<file path="config.mk">
export PLATFORM = sky130hd
export DESIGN_NAME = sd_cmd_arbiter_flat
export DESIGN_NICKNAME = d
export VERILOG_FILES = /design/src/rtl/sd_pkg.sv /design/src/rtl/sd_cmd_arbiter_if.sv /design/src/rtl/sd_cmd_arbiter_sclk_gen.sv /design/src/rtl/sd_cmd_arbiter.sv /design/src/flat_wrapper.sv
export SDC_FILE = /design/constraint.sdc
export NUM_CORES = 1
export LEC_CHECK = 0
export CORE_AREA = 5 5 146 120
export CTS_BUF_LIST = sky130_fd_sc_hd__clkbuf_8
export CTS_CLUSTER_SIZE = 12
export DETAILED_ROUTE_END_ITERATION = 8
export DIE_AREA = 0 0 151 125
export PLACE_DENSITY = 0.81
export SLEW_MARGIN = 5
export SYNTH_ARGS = -nofsm -noshare
export SYNTH_HDL_FRONTEND = slang
export SYNTH_SLANG_ARGS = --single-unit
</file>
<file path="constraint.sdc">
create_clock -name input_clk -period 2.05 [get_ports input_clk]
set_clock_uncertainty 0.15 [all_clocks]
set_input_delay 0.615 -clock input_clk [delete_from_list [all_inputs] [get_ports input_clk]]
set_output_delay 0.615 -clock input_clk [all_outputs]
set_load 0.01 [all_outputs]
</file>
<file path="src/rtl/sd_pkg.sv">
`default_nettype none
// ============================================================================
//  Module      : sd_pkg
//  Description : Shared types and constants for the SPI-mode SD command
//                arbiter: FSM state encoding, standard commands, response
//                lengths and the default response-poll limit.
//  Revision    : 1.0  initial release
// ============================================================================
package sd_pkg;

    typedef enum logic [2:0] {
        ST_IDLE      = 3'd0,
        ST_GRANT     = 3'd1,
        ST_PRE       = 3'd2,
        ST_SEND      = 3'd3,
        ST_WAIT_RESP = 3'd4,
        ST_RECV      = 3'd5,
        ST_POST      = 3'd6,
        ST_DONE      = 3'd7
    } sd_state_t;

    // Standard commands, CRC byte included, transmitted MSB first
    localparam logic [47:0] c_CMD0  = 48'h400000000095;
    localparam logic [47:0] c_CMD8  = 48'h48000001AA87;
    localparam logic [47:0] c_CMD55 = 48'h7700000000FF;
    localparam logic [47:0] c_CMD41 = 48'h6940000000FF;

    localparam int c_R1_LEN          = 8;
    localparam int c_R7_LEN          = 40;
    localparam int c_CMD_BITS        = 48;
    localparam int c_PRE_BITS        = 8;
    localparam int c_POST_BITS       = 8;
    localparam int c_NCR_MAX_DEFAULT = 64;

    // Response reported when the card never produced a start bit
    function automatic logic [c_R7_LEN-1:0] timeout_resp(input logic is_long);
        return is_long ? {c_R7_LEN{1'b1}} : 40'h00_0000_00FF;
    endfunction

endpackage
`default_nettype wire

</file>
<file path="src/rtl/sd_cmd_arbiter_if.sv">
`default_nettype none
// ============================================================================
//  Module      : sd_cmd_arbiter_if
//  Description : Two-port requester bus of the SD command arbiter. The
//                requesters use the master modport, the arbiter the slave.
//  Revision    : 1.0  initial release
// ============================================================================
interface sd_cmd_arbiter_if;
    import sd_pkg::*;

    logic [1:0]                  req;
    logic [1:0][c_CMD_BITS-1:0]  req_cmd;
    logic [1:0]                  req_long;
    logic [1:0]                  gnt;
    logic [1:0]                  done;
    logic [c_R7_LEN-1:0]         resp;
    logic                        timeout;

    modport master (
        output req, req_cmd, req_long,
        input  gnt, done, resp, timeout
    );

    modport slave (
        input  req, req_cmd, req_long,
        output gnt, done, resp, timeout
    );
endinterface
`default_nettype wire

</file>
<file path="src/rtl/sd_cmd_arbiter_sclk_gen.sv">
`default_nettype none
// ============================================================================
//  Module      : sd_sclk_gen
//  Description : SPI mode-0 clock generator. Each bit is CLK_DIV cycles low
//                followed by CLK_DIV cycles high. The strobes are high on the
//                cycle whose closing edge makes SCLK rise or fall.
//  Revision    : 1.0  initial release
// ============================================================================
module sd_sclk_gen #(
    parameter int CLK_DIV = 100
) (
    input  logic input_clk,
    input  logic input_rst_n,
    input  logic i_en,
    output logic o_sclk,
    output logic o_rise_stb,
    output logic o_fall_stb
);
    localparam int c_CW = (CLK_DIV > 1) ? $clog2(CLK_DIV) : 1;
    localparam logic [c_CW-1:0] c_LAST = c_CW'(CLK_DIV - 1);

    logic [c_CW-1:0] r_cnt;
    logic            r_sclk;
    logic            w_wrap;

    assign w_wrap     = i_en && (r_cnt == c_LAST);
    assign o_rise_stb = w_wrap && !r_sclk;
    assign o_fall_stb = w_wrap &&  r_sclk;
    assign o_sclk     = r_sclk;

    // Half-period counter; held at the start of a low phase while disabled
    always_ff @(posedge input_clk or negedge input_rst_n) begin
        if (!input_rst_n) begin
            r_cnt  <= '0;
            r_sclk <= 1'b0;
        end else if (!i_en) begin
            r_cnt  <= '0;
            r_sclk <= 1'b0;
        end else if (w_wrap) begin
            r_cnt  <= '0;
            r_sclk <= ~r_sclk;
        end else begin
            r_cnt  <= r_cnt + c_CW'(1);
        end
    end
endmodule
`default_nettype wire

</file>
<file path="src/rtl/sd_cmd_arbiter.sv">
`default_nettype none
// ============================================================================
//  Module      : sd_cmd_arbiter
//  Description : Round-robin arbiter and SPI-mode SD command engine for two
//                requesters. Sends one 48-bit command, polls for the response
//                start bit, captures an R1/R7 response and returns it with a
//                one-cycle done strobe.
//  Revision    : 1.0  initial release
// ============================================================================
module sd_cmd_arbiter
    import sd_pkg::*;
#(
    parameter int CLK_DIV = 100,
    parameter int NCR_MAX = c_NCR_MAX_DEFAULT
) (
    input  logic            input_clk,
    input  logic            input_rst_n,
    sd_cmd_arbiter_if.slave bus,
    output logic            SCLK,
    output logic            CS_bit,
    output logic            MOSI_bit,
    input  logic            MISO_bit
);
    localparam int c_CNT_W = ($clog2(NCR_MAX) > 6) ? $clog2(NCR_MAX) : 6;
    localparam logic [c_CNT_W-1:0] c_PRE_LAST  = c_CNT_W'(c_PRE_BITS - 1);
    localparam logic [c_CNT_W-1:0] c_SEND_LAST = c_CNT_W'(c_CMD_BITS - 1);
    localparam logic [c_CNT_W-1:0] c_POLL_LAST = c_CNT_W'(NCR_MAX - 1);
    localparam logic [c_CNT_W-1:0] c_POST_LAST = c_CNT_W'(c_POST_BITS - 1);
    // The start bit is consumed in WAIT_RESP, so RECV takes length-1 bits
    localparam logic [c_CNT_W-1:0] c_R1_LAST   = c_CNT_W'(c_R1_LEN - 2);
    localparam logic [c_CNT_W-1:0] c_R7_LAST   = c_CNT_W'(c_R7_LEN - 2);

    sd_state_t             r_state;
    logic                  r_last;
    logic                  r_win;
    logic [c_CMD_BITS-1:0] r_cmd;
    logic                  r_long;
    logic [c_CNT_W-1:0]    r_cnt;
    logic                  r_miso;
    logic [c_R7_LEN-1:0]   r_rsp;
    logic                  r_to;
    logic [1:0]            r_gnt;
    logic [1:0]            r_done;
    logic [c_R7_LEN-1:0]   r_resp;
    logic                  r_timeout;
    logic                  r_cs;
    logic                  r_mosi;

    logic                  w_en;
    logic                  w_rise;
    logic                  w_fall;
    logic                  w_sclk;
    logic                  w_pick;
    logic [c_CNT_W-1:0]    w_recv_last;

    // SCLK runs only while the card is selected
    assign w_en = (r_state != ST_IDLE) && (r_state != ST_GRANT) && (r_state != ST_DONE);

    // On a tie the requester not served last wins
    assign w_pick = (bus.req == 2'b10) ? 1'b1 :
                    (bus.req == 2'b11) ? ~r_last : 1'b0;

    assign w_recv_last = r_long ? c_R7_LAST : c_R1_LAST;

    sd_sclk_gen #(
        .CLK_DIV     (CLK_DIV)
    ) u_sclk_gen (
        .input_clk   (input_clk),
        .input_rst_n (input_rst_n),
        .i_en        (w_en),
        .o_sclk      (w_sclk),
        .o_rise_stb  (w_rise),
        .o_fall_stb  (w_fall)
    );

    assign SCLK        = w_sclk;
    assign CS_bit      = r_cs;
    assign MOSI_bit    = r_mosi;
    assign bus.gnt     = r_gnt;
    assign bus.done    = r_done;
    assign bus.resp    = r_resp;
    assign bus.timeout = r_timeout;

    // Transaction FSM: every state advance happens at the end of a bit
    always_ff @(posedge input_clk or negedge input_rst_n) begin
        if (!input_rst_n) begin
            r_state   <= ST_IDLE;
            r_last    <= 1'b1;
            r_win     <= 1'b0;
            r_cmd     <= '0;
            r_long    <= 1'b0;
            r_cnt     <= '0;
            r_miso    <= 1'b1;
            r_rsp     <= '0;
            r_to      <= 1'b0;
            r_gnt     <= 2'b00;
            r_done    <= 2'b00;
            r_resp    <= '0;
            r_timeout <= 1'b0;
            r_cs      <= 1'b1;
            r_mosi    <= 1'b1;
        end else begin
            r_done <= 2'b00;
            if (w_rise) begin
                r_miso <= MISO_bit;
            end
            case (r_state)
                ST_IDLE: begin
                    if (bus.req != 2'b00) begin
                        r_win   <= w_pick;
                        r_cmd   <= bus.req_cmd[w_pick];
                        r_long  <= bus.req_long[w_pick];
                        r_gnt   <= w_pick ? 2'b10 : 2'b01;
                        r_state <= ST_GRANT;
                    end
                end
                ST_GRANT: begin
                    r_cnt   <= '0;
                    r_to    <= 1'b0;
                    r_cs    <= 1'b0;
                    r_mosi  <= 1'b1;
                    r_state <= ST_PRE;
                end
                ST_PRE: begin
                    if (w_fall) begin
                        if (r_cnt == c_PRE_LAST) begin
                            r_cnt   <= '0;
                            r_mosi  <= r_cmd[c_CMD_BITS-1];
                            r_state <= ST_SEND;
                        end else begin
                            r_cnt <= r_cnt + c_CNT_W'(1);
                        end
                    end
                end
                ST_SEND: begin
                    if (w_fall) begin
                        if (r_cnt == c_SEND_LAST) begin
                            r_cnt   <= '0;
                            r_mosi  <= 1'b1;
                            r_state <= ST_WAIT_RESP;
                        end else begin
                            r_cnt  <= r_cnt + c_CNT_W'(1);
                            r_cmd  <= {r_cmd[c_CMD_BITS-2:0], 1'b0};
                            r_mosi <= r_cmd[c_CMD_BITS-2];
                        end
                    end
                end
                ST_WAIT_RESP: begin
                    if (w_fall) begin
                        if (!r_miso) begin
                            // Start bit lands in bit 0 and is shifted up to the MSB
                            r_cnt   <= '0;
                            r_rsp   <= '0;
                            r_state <= ST_RECV;
                        end else if (r_cnt == c_POLL_LAST) begin
                            r_cnt   <= '0;
                            r_rsp   <= timeout_resp(r_long);
                            r_to    <= 1'b1;
                            r_state <= ST_POST;
                        end else begin
                            r_cnt <= r_cnt + c_CNT_W'(1);
                        end
                    end
                end
                ST_RECV: begin
                    if (w_fall) begin
                        r_rsp <= {r_rsp[c_R7_LEN-2:0], r_miso};
                        if (r_cnt == w_recv_last) begin
                            r_cnt   <= '0;
                            r_state <= ST_POST;
                        end else begin
                            r_cnt <= r_cnt + c_CNT_W'(1);
                        end
                    end
                end
                ST_POST: begin
                    if (w_fall) begin
                        if (r_cnt == c_POST_LAST) begin
                            r_cnt     <= '0;
                            r_cs      <= 1'b1;
                            r_gnt     <= 2'b00;
                            r_done    <= r_win ? 2'b10 : 2'b01;
                            r_resp    <= r_rsp;
                            r_timeout <= r_to;
                            r_state   <= ST_DONE;
                        end else begin
                            r_cnt <= r_cnt + c_CNT_W'(1);
                        end
                    end
                end
                ST_DONE: begin
                    r_last  <= r_win;
                    r_state <= ST_IDLE;
                end
                default: begin
                    r_state <= ST_IDLE;
                end
            endcase
        end
    end
endmodule
`default_nettype wire
</file>
<file path="src/flat_wrapper.sv">
// flat-port wrapper written by rule: the top's interface ports become plain ports
module sd_cmd_arbiter_flat import sd_pkg::*;
#(
    parameter int CLK_DIV = 100,
    parameter int NCR_MAX = c_NCR_MAX_DEFAULT
)
  (input_clk, input_rst_n, SCLK, CS_bit, MOSI_bit, MISO_bit, bus_req, bus_req_cmd, bus_req_long, bus_gnt, bus_done, bus_resp, bus_timeout);
  sd_cmd_arbiter_if bus_i ();
  input  logic input_clk;
  input  logic input_rst_n;
  output logic SCLK;
  output logic CS_bit;
  output logic MOSI_bit;
  input  logic MISO_bit;
  input wire logic [$bits(bus_i.req)-1:0] bus_req;
  input wire logic [$bits(bus_i.req_cmd)-1:0] bus_req_cmd;
  input wire logic [$bits(bus_i.req_long)-1:0] bus_req_long;
  output wire logic [$bits(bus_i.gnt)-1:0] bus_gnt;
  output wire logic [$bits(bus_i.done)-1:0] bus_done;
  output wire logic [$bits(bus_i.resp)-1:0] bus_resp;
  output wire logic [$bits(bus_i.timeout)-1:0] bus_timeout;
  assign bus_i.req = bus_req;
  assign bus_i.req_cmd = bus_req_cmd;
  assign bus_i.req_long = bus_req_long;
  assign bus_gnt = bus_i.gnt;
  assign bus_done = bus_i.done;
  assign bus_resp = bus_i.resp;
  assign bus_timeout = bus_i.timeout;
  sd_cmd_arbiter #(.CLK_DIV(CLK_DIV), .NCR_MAX(NCR_MAX)) u_core (.input_clk(input_clk), .input_rst_n(input_rst_n), .bus(bus_i), .SCLK(SCLK), .CS_bit(CS_bit), .MOSI_bit(MOSI_bit), .MISO_bit(MISO_bit));
endmodule
</file>
# After elaboration in Yosys (flattened, before gate mapping)
# Index checks and enable logic that the tools add are counted.
[word_totals] reg_bits=157 word_cells=146
[op_classes] add_sub_neg=2 order_cmp=1 n_eq_ne=32 muxes=65 n_bitwise=2 reduce_logical=27
[ops] cell="two-way mux 48 bit" count=5
[ops] cell="two-way mux 40 bit" count=5
[ops] cell="one-hot mux 48 bit (2 select lines)" count=1
[ops] cell="one-hot mux 40 bit (2 select lines)" count=1
[ops] cell="two-way mux 6 bit" count=10
[ops] cell="two-way mux 3 bit" count=12
[ops] cell="one-hot mux 6 bit (5 select lines)" count=1
[ops] cell="one-hot mux 3 bit (8 select lines)" count=1
[ops] cell="AND reduction 4 bit" count=5
[ops] cell="!= test 2 x 1 -> 1 bit (second input constant)" count=9
[ops] cell="two-way mux 2 bit" count=8
[ops] cell="two-way mux 1 bit" count=15
[ops] cell="two-way mux 7 bit" count=2
[ops] cell="== test 3 bit (second input constant)" count=4
[ops] cell="== test 6 bit (second input constant)" count=2
[ops] cell="!= test 2 bit (second input constant)" count=6
[ops] cell="nonzero test 2 bit" count=6
[ops] cell="AND reduction 11 bit" count=1
[ops] cell="adder 7 x 1 -> 7 bit (second input constant)" count=1
[ops] cell="== test 7 bit (second input constant)" count=1
[ops] cell="adder 6 x 1 -> 6 bit (second input constant)" count=1
[ops] cell="== test 3 x 2 -> 1 bit (second input constant)" count=2
[ops] cell="== test 6 x 3 -> 1 bit (second input constant)" count=1
[ops] cell="== test 6 bit" count=1
[ops] cell="18 further kinds" count=28

# Logic depth before layout (Yosys ltp)
# Gate-level depths: netlist (run 1).
[logic_depth] ltp_word=7 mapped_depth=9 ltp_nobuf=7

# By module
# From an unflattened synthesis (run 1), not the netlist that was laid out.
[hier_totals] cells_unflattened=756 area_unflattened_um2=7519.7
[by_module_without_submodules] module="sd_cmd_arbiter" instances=1 cells_each=720 area_per_inst_um2=7108.1
[by_module_without_submodules] module="sd_sclk_gen" instances=1 cells_each=36 area_per_inst_um2=411.6

# Worst setup path after synthesis (run 1)
# OpenSTA, ideal clock, no wires.
[synth_path] path_kind="input to register" start="input u_core.r_cnt[0]" end="register u_core.r_resp[0] (netlist: u_core.bus.resp[0])" arrival_ns=1.744 path_slack_ns=0.040 stages=9 path_buffers=2 path_cell_list="dfrtp_1 ha_1 nor2b_1 nand3_1 or3_1 buf_2 buf_2 nand2_1 nand2_1"
[synth_between] elab_chain_cells=2
[synth_lines] element="from (decl)" line_no="sd_cmd_arbiter.sv:38" rtl="logic [c_CNT_W-1:0] r_cnt;"
[synth_lines] element="== test 6 x 3 -> 1 bit" line_no="sd_cmd_arbiter.sv:178" rtl="if (r_cnt == c_POST_LAST) begin"
[synth_lines] element="AND reduction 3 bit (no source line)"
[synth_lines] element="to (signal assigned)" line_no="sd_cmd_arbiter.sv:183" rtl="r_resp <= r_rsp;"
[synth_lines] element="to (decl)" line_no="sd_cmd_arbiter.sv:44" rtl="logic [c_R7_LEN-1:0] r_resp;"
# Every way passes these cells.
# A chain may end at the register's enable or synchronous reset.

# Final worst setup path (run 1)
[layout_path] start="input u_core.u_sclk_gen.r_cnt[0]" end="register u_core.r_state[1]"
[layout_between] elab_chain_cells=5 elab_cells_between_ends=9 classes_between="6 x eq/ne; 3 x reduce/logical"
[layout_lines] element="from (decl)" line_no="sd_cmd_arbiter_sclk_gen.sv:22" rtl="logic [c_CW-1:0] r_cnt;"
[layout_lines] element="== test 7 bit (*)" line_no="sd_cmd_arbiter_sclk_gen.sv:26" rtl="assign w_wrap = i_en && (r_cnt == c_LAST);"
[layout_lines] element="logical AND 1 bit (*)" line_no="sd_cmd_arbiter_sclk_gen.sv:26"
[layout_lines] element="logical AND 1 bit (*)" line_no="sd_cmd_arbiter_sclk_gen.sv:28" rtl="assign o_fall_stb = w_wrap && r_sclk;"
[layout_lines] element="!= test 2 bit (no source line)"
[layout_lines] element="AND reduction 11 bit (no source line) (*)"
[layout_lines] element="to (signal assigned)" line_no="sd_cmd_arbiter.sv:87" rtl="r_state <= ST_IDLE;"
[layout_lines] element="to (signal assigned)" line_no="sd_cmd_arbiter.sv:114" rtl="r_state <= ST_GRANT;"
[layout_lines] element="to (signal assigned)" line_no="sd_cmd_arbiter.sv:122" rtl="r_state <= ST_PRE;"
[layout_lines] element="to (decl)" line_no="sd_cmd_arbiter.sv:33" rtl="sd_state_t r_state;"
# Mark *: on every way between the ends. The rest lies on a longest branch, timed or not.

==> impl_metrics.json, run 1 <==
{
  "yosysWarnings": 0,
  "antenna_found_initial": 0,
  "nFillCells": 1323,
  "violations": "setup timing",
  "yosys.area.top_type": "dfrtp_1",
  "cp.arrival_ns": 2.31,
  "grt_pass1_vias": 6095,
  "n_antenna_cell": 0,
  "grt-ovfl-total": 0,
  "core_area_mm2": 0.01608,
  "synth_area_leaders": "dfrtp_1, nand2_1, mux2i_1, o21ai_1, o21ai_0",
  "status": "finished with violations",
  "root_buffer": "clkbuf_8",
  "synth_top_area_share_pct": 51.52,
  "viasPerCell": 5.187,
  "track_usage_pct": 19.01,
  "holdWs_ns": 0.3102,
  "muxShareOfSynthArea_pct": 6.752,
  "dpl.cell_count": 1195,
  "busiest_layer": "met2",
  "final_cell_mix": "nand2_1, dfrtp_1, clkdlybuf4s50_1",
  "stdcell_count": 1238,
  "start_util_pct": 46.21,
  "crit_fanout": 6,
  "grt_use_met1_pct": 26.22,
  "drt_first_iter_violations": 505,
  "ys_ff_latch": 157,
  "clk_pin_slew_ns": 0.08,
  "dieArea_mm2": 0.01888,
  "critical-path-max-stage-delay_ns": 0.37,
  "final.min_clock_period_ns": 2.080,
  "hold_depth": 1,
  "fin_area_mm2": 0.01024,
  "routedWlPerCell_um": 14.72,
  "grt_pass1_wl_um": 29410,
  "cpMaxStageDelayCell": "dfrtp_1",
  "async_reset_ff_share_pct": 100.0,
  "cts_tree": "done",
  "synthSimpleGateAreaFrac_pct": 18.56,
  "max_cap_violations": 0,
  "hp-start": "u_core.u_sclk_gen.r_cnt[0]",
  "hold_viol_final": 0,
  "cts_buffer_depth": 2,
  "layout-drive-gt1-share_pct": 14.73,
  "met3_usage_pct": 5.970,
  "synth-compound-area-share_pct": 16.52,
  "vias": 6422,
  "cp_num_cells": 7,
  "yosysUniqueCellTypes": 59,
  "critPathLaunchType": "flop",
  "netlist_instances": 835,
  "drv_slew": 0,
  "setup_slack_ns": -0.02955,
  "nets": 1111,
  "globalplace.congestion": 0.8790,
  "wl_um": 18230,
  "synth-edff-count": 0,
  "finish.utilization_pct": 63.69,
  "fmax_ghz": 0.4809,
  "num_io_pins": 151,
  "hpwl_um": 12460,
  "drt_first_pass_iters": 5,
  "worst_hold_path_type": "flop to flop",
  "worstSetupPathType": "flop to flop",
  "syn_nets": 941,
  "yosysSeqAreaShare_pct": 52.94,
  "p_total_mw": 10.38,
  "tns_ns": -0.09047,
  "die_w_um": 151,
  "worst_slew_pin_slew_ns": 0.4748,
  "p_leak_nw": 4.968,
  "crit_required_ns": 2.28,
  "r2r-end": "u_core.r_state[1]",
  "cp.buffers_inverters": 2,
  "avgSynthCellArea_um2": 8.899,
  "rsz0062_at_grt": "true",
  "rr_startpoint": "u_core.u_sclk_gen.r_cnt[0]",
  "relSlewSlack_pct": 68.05,
  "dp_slack_ns": -0.3962,
  "grt_use_met2_pct": 29.50,
  "drc": 0,
  "worst_setup_path_end_kind": "flop",
  "crit_chain": "ha_2, and4bb_2, nand2_4, buf_2, buf_4, a2111oi_4, o22a_1",
  "synthAdderAreaFrac_pct": 0.5051,
  "vdd_drop_max_mv": 0.7388,
  "area_growth_pct": 37.82,
  "yosys.area_share.xor_xnor_pct": 0.8251,
  "num_rows": 42,
  "io_buffers": 150,
  "final_common_cell": "nand2_1",
  "powerDensity_mw_per_mm2": 1014,
  "synth_top_family_by_area": "simple AND/OR/NAND/NOR gates",
  "grt_max_degree": 77,
  "finalCritPeriodShare_pct": 101.4,
  "rr_worst_depth": 7,
  "crit_family": "compound AO/OA/AOI/OAI gates",
  "cts_buffers": 17,
  "clock_latency_ns": 0.45,
  "cts_sinks": 157,
  "ys.flop_type": "dfrtp_1",
  "htree_levels": 4,
  "final_antenna_net_count": 0,
  "r2r_slack_ns": -0.03,
  "place_area_mm2": 0.009512,
  "netlist_area_mm2": 0.007431,
  "setup-violations-final": 9,
  "dieHeight_um": 125,
  "hold-path-endpoint": "u_core.u_sclk_gen.r_cnt[0]"
}
## timing repair
| item | in CTS | in global routing |
|---|---|---|
| setup buffers | 2 | 6 |
| endpoints found under the hold margin | 36 | 0 |
| gates resized for setup | 58 | 51 |
| hold buffers | 1 | 0 |
| cloned | 0 | 3 |
| pin swaps | 3 | 24 |
| endpoints found under the setup margin | 97 | 129 |
## layout make-up
class	count	area (um^2)	share of cell area [%]
flip-flops and latches	157	3936	38.44
multi-input cells	612	3447	33.66
repair buffers	211	2135	20.84
well taps	220	275.3	2.688
clock buffers	19	261.5	2.553
clock inverters	13	163.9	1.600
inverters	6	22.52	0.2199
## synthesized netlist by cell type (4+ instances only)
cell type and count:
nand2_1 267, dfrtp_1 153, o21ai_1 82, o21ai_0 67
mux2i_1 49, a21oi_1 43, buf_2 31, clkbuf_1 25
nor2_1 16, nand3_1 11, inv_1 6, dfstp_2 4
nor2b_1 4, o211ai_1 4, xnor2_1 4
## kinds of logic after synthesis
group | count (synthesis)
simple gates | 329
compound gates | 223
flops | 157
buf+inv | 66
mux | 50
xor+xnor | 7
fa+ha+maj | 3
## sequential cells by signal, summed over array words and instances, names as in the netlist, 2 cells and up
signal / cells
u_core.bus.done: 2
u_core.bus.gnt: 2
u_core.bus.resp: 40
u_core.r_cmd: 48
u_core.r_cnt: 6
u_core.r_rsp: 40
u_core.r_state: 3
u_core.u_sclk_gen.r_cnt: 7
## worst register-to-register path: cells and delay by family, from the launching register on
| family | cells | cell delay, ns |
|---|---|---|
| adders and majority gates | 1 | 0.19 |
| AOI/OAI and AO/OA | 2 | 0.56 |
| DFF | 1 | 0.37 |
| buffers and inverters | 2 | 0.34 |
| and+or+nand+nor | 2 | 0.41 |
## how the worst max path moves through the flow
| stage | startpoint | to | slack [ns] |
|---|---|---|---|
| floorplan | u_core.r_cnt[0] | u_core.bus.resp[0] | 0.04 |
| global placement | bus_req[1] | u_core.r_state[1] | -0.35 |
| detailed placement | bus_req[0] | u_core.r_cmd[3] | -0.40 |
| CTS | u_core.u_sclk_gen.r_cnt[0] | u_core.r_state[1] | 0.0005 |
| global route | u_core.u_sclk_gen.r_cnt[0] | u_core.r_state[1] | -0.11 |
| finish | u_core.u_sclk_gen.r_cnt[0] | u_core.r_state[1] | -0.03 |
## where the power goes
part	switching, mW	total, mW	leakage [nW]	internal, mW
Combinational	2.09	3.77	2.68	1.68
Sequential	0.412	4.15	2.07	3.74
Clock	1.18	2.46	0.212	1.28
Total	3.68	10.4	4.97	6.70
## routing by layer
layer	routed length, um	vias to the layer above
li1	-	3178
met1	8014	3025
met2	8649	192
met3	1270	27
met4	293	0
met5	0	-
Note: power is estimated with default switching activity, not from simulation.
==> run 2, diff against run 1 <==
Settings changed: ABC_AREA from default to 1, CORE_AREA 5 5 146 120 to 5 5 147 121, DIE_AREA 0 0 151 125 to 0 0 152 126.
==> impl_metrics.json, run 2 <==
{
  "final_antenna_net_count": 0,
  "final_cell_mix": "nand2_1, o21ai_0, dfrtp_1",
  "p_leak_nw": 4.736,
  "drt_first_iter_violations": 562,
  "netlist_instances": 975,
  "clk_pin_slew_ns": 0.08,
  "p_total_mw": 6.002,
  "area_growth_pct": 30.38,
  "largest_register_ffs": 48,
  "avgSynthCellArea_um2": 7.801,
  "status": "complete, no violations",
  "vias": 6914,
  "yosys.area.top_type": "dfrtp_1",
  "critPathLaunchType": "flop",
  "yosysWarnings": 0,
  "viasPerCell": 5.106,
  "synthTopCellsByCount": "nand2_1, o21ai_0, dfrtp_1, inv_1, nand3_1",
  "cts_buffers": 17,
  "holdWs_ns": 0.2705,
  "grt_pass1_wl_um": 31170,
  "ys.flop_type": "dfrtp_1",
  "ys_ff_latch": 157,
  "netlist_area_mm2": 0.007606,
  "num_rows": 42,
  "syn_nets": 1081,
  "nets": 1227,
  "nFillCells": 1460,
  "setup-violations-final": 0,
  "synth_area_leaders": "dfrtp_1, nand2_1, o21ai_0, inv_1, nand3_1",
  "max_cap_violations": 0,
  "crit_fanout": 2,
  "io_buffers": 150,
  "core_area_mm2": 0.01619,
  "grt_max_degree": 94,
  "crit_family": "flip-flops",
  "crit_chain": "clkdlybuf4s15_2",
  "yosysUniqueCellTypes": 33,
  "synth-edff-count": 0,
  "hold_viol_final": 0,
  "tns_ns": 0,
  "synth_top_area_share_pct": 50.34,
  "cpMaxStageDelayCell": "dfstp_2",
  "routedWlPerCell_um": 14.57,
  "root_buffer": "clkbuf_8",
  "cts_sinks": 157,
  "dpl.cell_count": 1316,
  "globalplace.congestion": 0.8755,
  "finalCritPeriodShare_pct": 96.74,
  "worst_setup_path_end_kind": "primary output",
  "antenna_found_initial": 0,
  "dieArea_mm2": 0.01915,
  "stdcell_count": 1354,
  "cts_setup_buffers": 0,
  "clock_latency_ns": 0.44,
  "die_w_um": 152,
  "worst_slew_pin_slew_ns": 0.7093,
  "start_util_pct": 46.99,
  "final.min_clock_period_ns": 1.983,
  "hpwl_um": 13000,
  "n_antenna_cell": 0,
  "drv_slew": 0,
  "relSlewSlack_pct": 52.21,
  "powerDensity_mw_per_mm2": 605.2,
  "num_io_pins": 151,
  "grt_pass1_vias": 6382,
  "fmax_ghz": 0.5042,
  "track_usage_pct": 19.55,
  "final_common_cell": "nand2_1",
  "cp.arrival_ns": 1.22,
  "worst_hold_path_type": "flop to flop",
  "htree_levels": 4,
  "setup_slack_ns": 0.06673,
  "yosysSeqAreaShare_pct": 51.72,
  "wl_um": 19720,
  "synth.most_common_cell": "nand2_1",
  "cts_buffer_depth": 2,
  "vdd_drop_max_mv": 0.3450,
  "worstSetupPathType": "flop to primary output",
  "critical-path-max-stage-delay_ns": 0.54,
  "async_reset_ff_share_pct": 100.0,
  "grt-ovfl-total": 0,
  "drc": 0,
  "crit_required_ns": 1.28,
  "dp_slack_ns": -0.2223,
  "layout-drive-gt1-share_pct": 8.289,
  "drt_first_pass_iters": 5,
  "cp.buffers_inverters": 1,
  "cts_tree": "done",
  "dieHeight_um": 126,
  "regMostFlops": "u_core.r_cmd"
}
run 2: cell count changes after synthesis, sizes merged, moves of 25 or more:
| cell | before | now |
|---|---|---|
| inv | 6 | 107 |
| o21ai | 149 | 228 |
| nand3 | 11 | 69 |
| mux2i | 49 | 0 |
| a21oi | 43 | 4 |
| nand2 | 268 | 293 |
run 2: path summary, 6_finish.rpt:
path                                 start             endpoint  slack [ns]  depth (start not counted)
setup / recovery           u_core.MOSI_bit             MOSI_bit        0.07                          1
hold / removal                u_core.r_win   u_core.bus.done[0]        0.27                          1
setup reg to reg           u_core.r_cnt[1]     u_core.r_cmd[23]        0.12                          8
hold reg to reg               u_core.r_win   u_core.bus.done[0]        0.27                          1
max in group asynchronous      input_rst_n        u_core.r_miso        0.60                          3
min in group asynchronous      input_rst_n  u_core.bus.resp[24]        0.52                          2
run 2: area by class of cell:
class	count	area, um^2	area share [%]
multi-input combinational	655	3017	30.42
clock inverter	12	143.9	1.451
timing repair buffer	182	1866	18.81
sequential	157	3935	39.68
tap	220	275.3	2.776
clock buffer	20	275.3	2.776
inverter	108	405.4	4.088
run 2: cells by family (layout without fill, tap and decap cells):
kind of cell | count (synthesis) | in the layout | synth area share (%)
simple gates | 411 | 411 | 22.16
compound gates | 236 | 236 | 15.79
buf+inv | 163 | 322 | 9.261
flops | 157 | 157 | 51.72
xor+xnor | 5 | 5 | 0.5759
fa+ha+maj | 3 | 3 | 0.4936
run 2: where the power goes:
part / total [mW] / leakage [nW] / internal [mW] / switching [mW]
clock: 2.39 / 0.219 / 1.29 / 1.10
sequential: 3.11 / 2.15 / 3.10 / 0.00576
combinational: 0.503 / 2.36 / 0.270 / 0.233
run 2: per-layer routing:
| layer | part of all wire [%] | vias to the layer above | track usage [%] |
|---|---|---|---|
| li1 | - | 3428 | - |
| met1 | 45 | 3300 | 26.25 |
| met2 | 50 | 166 | 32.45 |
| met5 | 0 | - | 0 |
| met4 | 1.1 | 0 | 4.810 |
| met3 | 4.4 | 20 | 4.561 |
run 2: per-stage QoR:
stage	cell area (um^2)	utilization, %
4_1_cts	9759	60.30
2_1_floorplan	7606	-
6_report	9917	61.27
5_1_grt	9917	61.27
3_3_place_gp	9387	57.99
3_5_place_dp	9387	57.99
run 2: timing repair:
item / CTS / global route
setup endpoints to repair: 48 / 139
gates resized for setup: 51 / 16
pin swaps: 0 / 1
hold endpoints to repair: 33 / 0
gates cloned: 0 / 5
hold buffers: 1 / 0
==> run 3, diff against run 2 <==
Settings changed: CORE_AREA 5 5 147 121 to 5 5 139 115, DIE_AREA 0 0 152 126 to 0 0 144 120, PLACE_DENSITY 0.81 to 0.86.
Clock period 2.05 ns to 2.16 ns, I/O delays scaled along.
==> impl_metrics.json, run 3 (same netlist as run 2, synthesis figures left out) <==
{
  "num_io_pins": 151,
  "crit_path_start": "u_core.CS_bit",
  "cts_buffers": 17,
  "critical-path-max-stage-delay_ns": 0.54,
  "antenna_found_initial": 0,
  "dieArea_mm2": 0.01728,
  "crit_family": "flip-flops",
  "max_cap_violations": 0,
  "crit_fanout": 2,
  "cts_sinks": 157,
  "powerDensity_mw_per_mm2": 572.2,
  "cp_num_cells": 1,
  "multi_input_area_mm2": 0.002997,
  "start_util_pct": 52.23,
  "io_buffers": 150,
  "root_buffer": "clkbuf_8",
  "grt_max_degree": 94,
  "finish.utilization_pct": 66.99,
  "p_total_mw": 5.583,
  "seq_area_mm2": 0.003936,
  "cp.arrival_ns": 1.26,
  "area_growth_pct": 28.28,
  "wl_um": 17990,
  "crit_chain": "dlygate4sd2_1",
  "switchingPower_mw": 1.353,
  "fmax_ghz": 0.4848,
  "vias": 6691,
  "track_usage_pct": 21.30,
  "final_common_cell": "nand2_1",
  "n_antenna_cell": 0,
  "hpwl_um": 12520,
  "worst_setup_path_end_kind": "primary output",
  "power_frac_comb_pct": 8.5,
  "rr_startpoint": "u_core.r_cnt[1]",
  "tns_ns": 0,
  "cts_setup_buffers": 0,
  "die_w_um": 144,
  "hold_viol_final": 0,
  "nets": 1221,
  "relSlewSlack_pct": 57.71,
  "final_antenna_net_count": 0,
  "drt_first_iter_violations": 511,
  "drv_slew": 0,
  "worst_slew_pin_slew_ns": 0.6278,
  "cpMaxStageDelayCell": "dfstp_2",
  "core_area_mm2": 0.01456,
  "critPathLaunchType": "flop",
  "crit_required_ns": 1.36,
  "htree_levels": 4,
  "setup_slack_ns": 0.09748,
  "num_rows": 40,
  "regMostFlops": "u_core.r_cmd",
  "drc": 0,
  "viasPerCell": 5.080,
  "endpoint": "CS_bit",
  "dp_slack_ns": -0.1647,
  "power.share.clock_pct": 38.7,
  "r2r-end": "u_core.r_rsp[11]",
  "r2r_slack_ns": 0.16,
  "dpl.cell_count": 1284,
  "layout-drive-gt1-share_pct": 7.358,
  "swShare_pct": 24.23,
  "largest_register_ffs": 48,
  "worstSetupPathType": "flop to primary output",
  "status": "complete, no violations",
  "rsz0062_at_grt": "false",
  "final.min_clock_period_ns": 2.063,
  "p_int_mw": 4.230,
  "cp.buffers_inverters": 1,
  "dieHeight_um": 120,
  "finalCritPeriodShare_pct": 95.49,
  "clk_pin_slew_ns": 0.09,
  "grt_pass1_wl_um": 30020,
  "cts_tree": "done",
  "routedWlPerCell_um": 13.66,
  "p_leak_nw": 4.785,
  "final_cell_mix": "nand2_1, o21ai_0, dfrtp_1",
  "grt_pass1_vias": 6236,
  "cts_buffer_depth": 2,
  "rr_worst_depth": 9,
  "globalplace.congestion": 0.8917,
  "grt-ovfl-total": 0,
  "clock_latency_ns": 0.44,
  "seqPwrFrac_pct": 52.8,
  "vdd_drop_max_mv": 0.3746,
  "worst_hold_path_type": "flop to flop",
  "stdcell_count": 1317,
  "nFillCells": 1182,
  "drt_first_pass_iters": 5,
  "setup-violations-final": 0
}
run 3: layout make-up:
cell class | count | area share [%]
clock buffer | 20 | 2.821
inverter | 108 | 4.155
timing repair buffer | 176 | 18.26
sequential | 157 | 40.34
tap | 189 | 2.424
clock inverter | 12 | 1.282
multi-input combinational | 655 | 30.71
run 3: power groups by stage:
stage	Clock (mW)	Combinational [mW]	Sequential, mW
final	2.16	0.472	2.95
after global routing	2.33	0.534	2.95
after CTS	2.21	0.479	2.95
after detailed placement	0	0.475	3.01
after global placement	0	0.468	3.01
after floorplan	0	0.163	3.01
run 3: stage by stage:
stage	cell area, um^2	hold WS, ns
3_5_place_dp	9353	0.2850
5_1_grt	9757	0.3234
6_report	9757	0.2945
3_3_place_gp	9353	0.2969
4_1_cts	9717	0.3007
2_1_floorplan	7606	0.2024
run 3: routing by layer:
metal	GRT usage [%]	vias to the layer above	routed length (um)
li1	-	3422	-
met4	5.294	0	263
met5	0	-	0
met1	30.46	3066	8085
met3	5.299	29	1084
met2	32.65	174	8551
run 3: what timing repair did:
action	in CTS	in global routing
endpoints found under the setup margin	37	52
endpoints found under the hold margin	33	0
resized for setup	37	17
pin swaps	0	1
hold buffers	1	0
run 3: worst min path at each step:
stage | startpoint | endpoint | slack [ns] | cells past startpoint
final | u_core.r_win | u_core.bus.done[0] | 0.29 | 1
after global routing | u_core.r_win | u_core.bus.done[0] | 0.32 | 1
after CTS | u_core.r_win | u_core.bus.done[0] | 0.30 | 1
after detailed placement | u_core.r_win | u_core.bus.done[0] | 0.28 | 1
after global placement | u_core.r_win | u_core.bus.done[0] | 0.30 | 1
after floorplan | input_rst_n | u_core.bus.done[0] | 0.20 | 0
